$ cat src/rtl/nibble_add_seq.sv
// Nibble-serial adder: one 4-bit add-with-carry per clock, WIDTH/4 cycles per operation.
// Optional subtract mode is enabled by defining SEQ_ADD_SUB_EN.
module nibble_add_seq #(
  parameter int WIDTH = 16
) (
  input  logic             clk,
  input  logic             rst,
  input  logic             start,
  input  logic [WIDTH-1:0] a,
  input  logic [WIDTH-1:0] b,
  input  logic             sub,
  output logic             busy,
  output logic             done,
  output logic [WIDTH-1:0] s,
  output logic             cout
);

  localparam int NIB   = WIDTH / 4;
  localparam int IDX_W = (NIB > 1) ? $clog2(NIB) : 1;

  typedef enum logic [1:0] {IDLE, RUN, DONE} state_t;

  state_t           state, state_nxt;
  logic [IDX_W-1:0] idx;
  logic             carry;
  logic             carry_init;
  logic [WIDTH-1:0] a_r, b_r, b_eff;
  logic [3:0]       nib_a, nib_b;
  logic [4:0]       nib_sum;
  logic [WIDTH-1:0] s_nxt;
  logic             last;
  logic             accept;

  function automatic logic [4:0] add_nib(input logic [3:0] x, input logic [3:0] y,
                                         input logic ci);
    return {1'b0, x} + {1'b0, y} + {4'b0000, ci};
  endfunction

`ifdef SEQ_ADD_SUB_EN
  logic sub_r;

  always_ff @(posedge clk) begin
    if (accept) sub_r <= sub;
  end

  // Two's-complement subtract: invert b and seed the carry with 1.
  assign b_eff      = sub_r ? ~b_r : b_r;
  assign carry_init = sub;
`else
  logic unused_sub;

  assign unused_sub = sub;
  assign b_eff      = b_r;
  assign carry_init = 1'b0;
`endif

  assign accept = (state == IDLE) && start;
  assign last   = (idx == IDX_W'(NIB - 1));
  assign busy   = (state == RUN);
  assign done   = (state == DONE);

  // Operands are held privately so later input changes cannot disturb the result.
  always_ff @(posedge clk) begin
    if (accept) begin
      a_r <= a;
      b_r <= b;
    end
  end

  always_comb begin
    nib_a = '0;
    nib_b = '0;
    s_nxt = s;
    for (int i = 0; i < NIB; i++) begin
      if (idx == IDX_W'(i)) begin
        nib_a = a_r[4*i +: 4];
        nib_b = b_eff[4*i +: 4];
      end
    end
    nib_sum = add_nib(nib_a, nib_b, carry);
    for (int i = 0; i < NIB; i++) begin
      if (idx == IDX_W'(i)) s_nxt[4*i +: 4] = nib_sum[3:0];
    end
  end

  always_ff @(posedge clk or posedge rst) begin
    if (rst) state <= IDLE;
    else     state <= state_nxt;
  end

  always_comb begin
    state_nxt = state;
    case (state)
      IDLE:    if (start) state_nxt = RUN;
      RUN:     if (last)  state_nxt = DONE;
      DONE:    state_nxt = IDLE;
      default: state_nxt = IDLE;
    endcase
  end

  // The index parks on the last nibble rather than wrapping; the next start clears it.
  always_ff @(posedge clk or posedge rst) begin
    if (rst) begin
      idx   <= '0;
      carry <= 1'b0;
      s     <= '0;
      cout  <= 1'b0;
    end else begin
      case (state)
        IDLE: begin
          if (start) begin
            s     <= '0;
            cout  <= 1'b0;
            idx   <= '0;
            carry <= carry_init;
          end
        end
        RUN: begin
          s     <= s_nxt;
          carry <= nib_sum[4];
          if (last) cout <= nib_sum[4];
          else      idx  <= idx + IDX_W'(1);
        end
        default: ;
      endcase
    end
  end

endmodule

$ cat config.mk
export PLATFORM = sky130hd
export DESIGN_NAME = nibble_add_seq
export DESIGN_NICKNAME = d
export VERILOG_FILES = /design/src/rtl/nibble_add_seq.sv
export SDC_FILE = /design/constraint.sdc
export NUM_CORES = 1
export LEC_CHECK = 0
export BUFFER_PORTS_ARGS = -buffer_cell sky130_fd_sc_hd__buf_2
export CAP_MARGIN = 25
export CORE_ASPECT_RATIO = 0.5
export CORE_MARGIN = 1.5
export CORE_UTILIZATION = 40
export CTS_CLUSTER_SIZE = 12
export DETAILED_ROUTE_END_ITERATION = 12
export SLEW_MARGIN = 20
export SYNTH_ARGS = -nofsm -noshare
export SYNTH_HDL_FRONTEND = slang
export SYNTH_SLANG_ARGS = --single-unit
$ cat constraint.sdc
create_clock -name clk -period 3.5 [get_ports clk]
set_input_delay 0.7 -clock clk [delete_from_list [all_inputs] [get_ports clk]]
set_output_delay 0.7 -clock clk [all_outputs]
set_load 0.02 [all_outputs]
Yosys cells after proc, flatten, opt, wreduce, memory -nomap -nowiden
Index checks and enable logic that the tools add are counted.
{"block": "word_totals", "ff_bits": 54, "latchBits": 0, "ramBits": 0, "mem_bits_ro": 0, "in_bits": 36, "output_inout_bits": 19, "word_cells": 59, "mem_count": 0}
{"block": "op_classes", "n_addsub": 3, "n_mul": 0, "div": 0, "n_lt_le_gt_ge": 0, "n_eq_ne": 11, "shifts": 0, "n_mux": 24, "bitwise": 0, "n_reduce_logical": 11}
{"cell": "$mux 4", "n": 12}
{"cell": "$pmux 16 s2", "n": 1}
{"cell": "$mux 16", "n": 1}
{"cell": "$reduce_and 3->1", "n": 5}
{"cell": "$mux 2", "n": 4}
{"cell": "$ne 2x1->1 const B", "n": 4}
{"cell": "$pmux 2 s2", "n": 2}
{"cell": "$eq 2x2->1 const B", "n": 3}
{"cell": "$add 4x4->5", "n": 1}
{"cell": "$add 5x1->5", "n": 1}
{"cell": "$eq 2x1->1 const B", "n": 2}
{"cell": "$logic_not 2->1", "n": 2}
{"cell": "$ne 2x2->1 const B", "n": 2}
{"cell": "$pmux 1 s2", "n": 2}
{"cell": "$reduce_and 2->1", "n": 2}
{"cell": "$add 2x1->2 const B", "n": 1}
{"cell": "$mux 1", "n": 2}
{"cell": "$reduce_bool 2->1", "n": 1}
{"cell": "$logic_and 1x1->1", "n": 1}

Longest topological paths before layout
{"block": "logic_depth", "word_depth": 9, "ltp_mapped": 13, "mapped_depth_nobuf": 12}

Worst setup path before layout
No wires, ideal clock.
{"block": "synth_timing", "path_kind": "register -> register", "from": "register idx[0]", "to": "register s[5]", "setup_time_ns": 0.121, "t_arrival_ns": 2.679, "required_ns": 3.379, "path_slack_ns": 0.700, "stages_incl_launch_ff": 13, "n_path_buf": 2, "synth_period_minus_slack_ns": 2.800, "path_cell_list": "dfrtp_1 > inv_1 > ha_1 > buf_2 > buf_2 > a221oi_1 > nor3_1 > a21oi_1 > fa_1 > fa_1 > nor2_1 > mux2_2 > a22o_1"}
{"block": "synth_between", "elab_chain_cells": 9, "word_cells_on_any_way": 18, "classes_between": "add/sub: 2; eq/ne: 4; mux: 10; reduce/logical: 2"}
{"element": "start, declared", "line_no": "24", "source": "logic [IDX_W-1:0] idx;"}
{"element": "start signal, assigned", "line_no": "122", "source": "else idx <= idx + IDX_W'(1);"}
{"element": "$logic_not 2->1", "line_no": "75", "source": "if (idx == IDX_W'(i)) begin"}
{"element": "$mux 4 (4 in series)", "line_no": "75"}
{"element": "$add 4x4->5", "line_no": "36", "source": "return {1'b0, x} + {1'b0, y} + {4'b0000, ci};"}
{"element": "$add 5x1->5", "line_no": "36"}
{"element": "$mux 4", "line_no": "82", "source": "if (idx == IDX_W'(i)) s_nxt[4*i +: 4] = nib_sum[3:0];"}
{"element": "$pmux 16 s2", "line_no": "109", "source": "case (state)"}
{"element": "end signal, assigned", "line_no": "119", "source": "s <= s_nxt;"}
{"element": "end, declared", "line_no": "14", "source": "output logic [WIDTH-1:0] s,"}
Several ways; a longest one is shown, not always the timed one. The select of a mux whose other input is x is not followed.
A chain may end at the register's enable or synchronous reset.

Worst setup path in the final report
{"block": "layout_timing", "from": "register idx[1]", "to": "register s[14]"}
The elaborated chain is that of the path after synthesis.

==> flow_metrics.tcl <==
set metrics [dict create \
    p_total_uw 2990 \
    post_cts_resized 0 \
    drt_wl_total_um 4780 \
    syn-cell-area_mm2 0.00247 \
    synth_area_per_cell_um2 13.4 \
    first_pass_iters 4 \
    final.fill_count 531 \
    num_io_pins 55 \
    htree_levels 2 \
    start_util 0.433 \
    relSlewSlack 0.457 \
    multi_input_area_um2 851 \
    synth.distinct_cells 31 \
    synthXorXnorAreaFrac 0.00354 \
    fin_area_mm2 0.00296 \
    ys_ff_latch 54 \
    cts_num_sinks 54 \
    hold_violations 0 \
    gp_congestion 0.815 \
    critPathCaptureType "flip-flop" \
    synth_top_family_by_area "compound AO/OA/AOI/OAI gates" \
    post-cts-setup-buffers 0 \
    worstPathMaxFanout 12 \
    worst_pin_slew_ns 0.814 \
    synth.area.mux_share 0.0592 \
    grt_max_degree 33 \
    synth_top_area_cell "edfxtp_1" \
    yosysTopAreaCellShare 0.389 \
    drive_above_1_share 0.331 \
    finalClockSkew_ns 0.00638 \
    cts_buffers 5 \
    hp-class "flip-flop to flip-flop" \
    vias 1578 \
    ir_drop_uv 398 \
    dieWidth_um 114 \
    cts_tree "done" \
    dp.cells 304 \
    drtAntennaViolNets 0 \
    crit_type "flip-flop to flip-flop" \
    yosys.area_share.simple 0.0891 \
    tns_ns 0 \
    synth-compound-area-share 0.140 \
    arrival_ns 3.24 \
    p_leak_uw 0.00131 \
    clockBufferDepth 2 \
    cp_slowest_cell "fa_1" \
    area_delta_synth_final_pct 19.9 \
    grt_pass1_wl_um 7470 \
    power_density_mw_per_mm2 1010 \
    rsz0062_at_grt "no" \
    synth_fa_ha_area_frac 0.0516 \
    outcome "completed" \
    final_max_slew_viol_count 0 \
    period_needed_ns 3.01 \
    seqCellArea_mm2 0.00151 \
    via_per_inst 5.06 \
    grt_antenna_before_repair 0 \
    synth_area_leaders "edfxtp_1 39%, dfrtp_1 22%, mux2_2 4.6%" \
    fin_nets 283 \
    synth_warnings 0 \
    synth_fp_nets 229 \
    crit_chain "inv_1 > ha_1 > a221oi_1 > nor3_1 > a21oi_1 > fa_1 > fa_1 > nor2b_1 > nor3_1 > mux2_2" \
    grt_overflow 0 \
    fmax_ghz 0.332 \
    fin_cells 312 \
    post_dp_cell_area_mm2 0.00279 \
    die_y_um 58.6 \
    finalCritPeriodShare 0.861 \
    setup_violations 0 \
    timing.hold.ws_ns 0.494 \
    max_stage_delay_ns 0.44 \
    grt_pass1_vias 1535 \
    clkTransAtPathRegs_ns 0.06 \
    ctsHoldBuffers 0 \
    cp-start-kind "flip-flop" \
    drv_cap 0 \
    io_buffers 53 \
    first_iter_violations 28 \
    routedWlPerCell_um 15.3 \
    worstPathRequired_ns 3.72 \
    placementRows 19 \
    dieArea_mm2 0.00669 \
    antennaDiodeCount 0 \
    grt_usage 0.148 \
    place_hpwl_um 3370 \
    syn-instance-count 184 \
    drcViolationCount 0 \
    core_mm2 0.00571 \
    clk_latency_ns 0.29 \
    ys_seq_area_frac 0.612 \
    clockRootBuffer "clkbuf_16" \
]
power breakdown:
group / internal (uW) / leakage (uW) / total [uW] / switching, uW
Clock: 357 / 0.0000841 / 563 / 206
Sequential: 868 / 0.000586 / 981 / 113
Combinational: 613 / 0.000638 / 1440 / 831
synth_stat cells:
library cell	n
nand3b_1	2
nand2_1	12
fa_1	2
nor3_1	5
ha_1	7
o2bb2ai_1	1
o31ai_1	2
mux2_1	3
nand2b_1	2
a21o_1	6
a22o_1	10
inv_1	9
a221oi_2	1
buf_6	4
edfxtp_1	32
a31o_1	1
a221oi_1	5
and2_1	1
nor2_1	4
clkbuf_1	2
o21bai_2	1
nor2b_1	14
a32o_1	3
buf_2	5
nand2b_4	1
dfrtp_1	22
o21ai_0	4
mux2_2	10
a21oi_1	11
xor2_1	1
o21ai_1	1
per-stage QoR:
step / worst slack (ns) / utilization
floorplan: 0.700 / -
global placement: 0.579 / 0.489
detailed placement: 0.517 / 0.489
CTS: 0.497 / 0.519
global route: 0.272 / 0.519
finish: 0.487 / 0.519
routing by layer:
metal  part of all wire  wire, um  track usage  vias up
met2               0.43      2050        0.218       37
met1               0.52      2490        0.224      755
met4             0.0061        29       0.0375        0
li1                   -         -            -      784
met5                  0         0            0        -
met3              0.044       209       0.0340        2
area by class of cell:
| cell class | count | area share |
|---|---|---|
| Clock inverter | 1 | 0.0101 |
| Sequential cell | 54 | 0.510 |
| Timing Repair Buffer | 58 | 0.102 |
| Clock buffer | 7 | 0.0481 |
| Inverter | 9 | 0.0114 |
| Multi-Input combinational cell | 110 | 0.287 |
| Tap cell | 73 | 0.0308 |
critical path: cells and delay by family, from the launching register on:
kind | cells | cell delay [ns]
and+or+nand+nor | 3 | 0.68
buffers and inverters | 1 | 0.09
adders and majority gates | 3 | 1.23
AOI/OAI and AO/OA | 2 | 0.28
muxes | 1 | 0.24
DFF | 1 | 0.42
cells by family after synthesis:
logic type	count (synthesis)
fa+ha+maj	9
flops	54
xor+xnor	1
compound gates	46
simple gates	41
mux	13
buf+inv	20
path summary, 6_finish.rpt:
path                                endpoint                from  slack (ns)  cells after the start
setup reg to reg           s[14]$_DFFE_PP0P_  idx[1]$_DFFE_PP0P_        0.49                     10
setup / recovery           s[14]$_DFFE_PP0P_  idx[1]$_DFFE_PP0P_        0.49                     10
hold reg to reg            s[11]$_DFFE_PP0P_   s[11]$_DFFE_PP0P_        0.49                      1
hold / removal             s[11]$_DFFE_PP0P_   s[11]$_DFFE_PP0P_        0.49                      1
max in group asynchronous   s[6]$_DFFE_PP0P_                 rst        2.43                      2
min in group asynchronous   s[5]$_DFFE_PP0P_                 rst        0.57                      2
state kept, by name, summed over array words and instances (netlist names):
name   cells
cout       1
idx        2
a_r       16
s         16
state      2
carry      1
b_eff     16
cells in the final DEF (no fill, tap or decap):
cell type  synthesis  routed
clkbuf_8           0       1
a31o_1             1       1
o21ai_1            1       1
a221oi_1           5       5
a22o_1            10      10
xor2_1             1       1
nand2b_1           2       2
mux2_1             3       3
o31ai_1            2       2
fa_1               2       2
a21o_1             6       6
inv_1              9       9
nand2b_4           1       1
edfxtp_1          32      32
o21ai_0            4       4
clkbuf_16          0       5
nor2b_1           14      14
a221oi_2           1       1
nor3_1             5       5
nor2_2             0       1
buf_4              0       5
buf_2              5      53
a21oi_1           11      11
and2_1             1       1
mux2_2            10      10
o21bai_2           1       1
nand2_1           12      12
o2bb2ai_1          1       1
dfrtp_1           22      22
clkbuf_1           2       1
a32o_1             3       3
nand3b_1           2       2
nor2_1             4       3
bufinv_16          0       1
ha_1               7       7
Note: power is estimated with default switching activity, not from simulation.
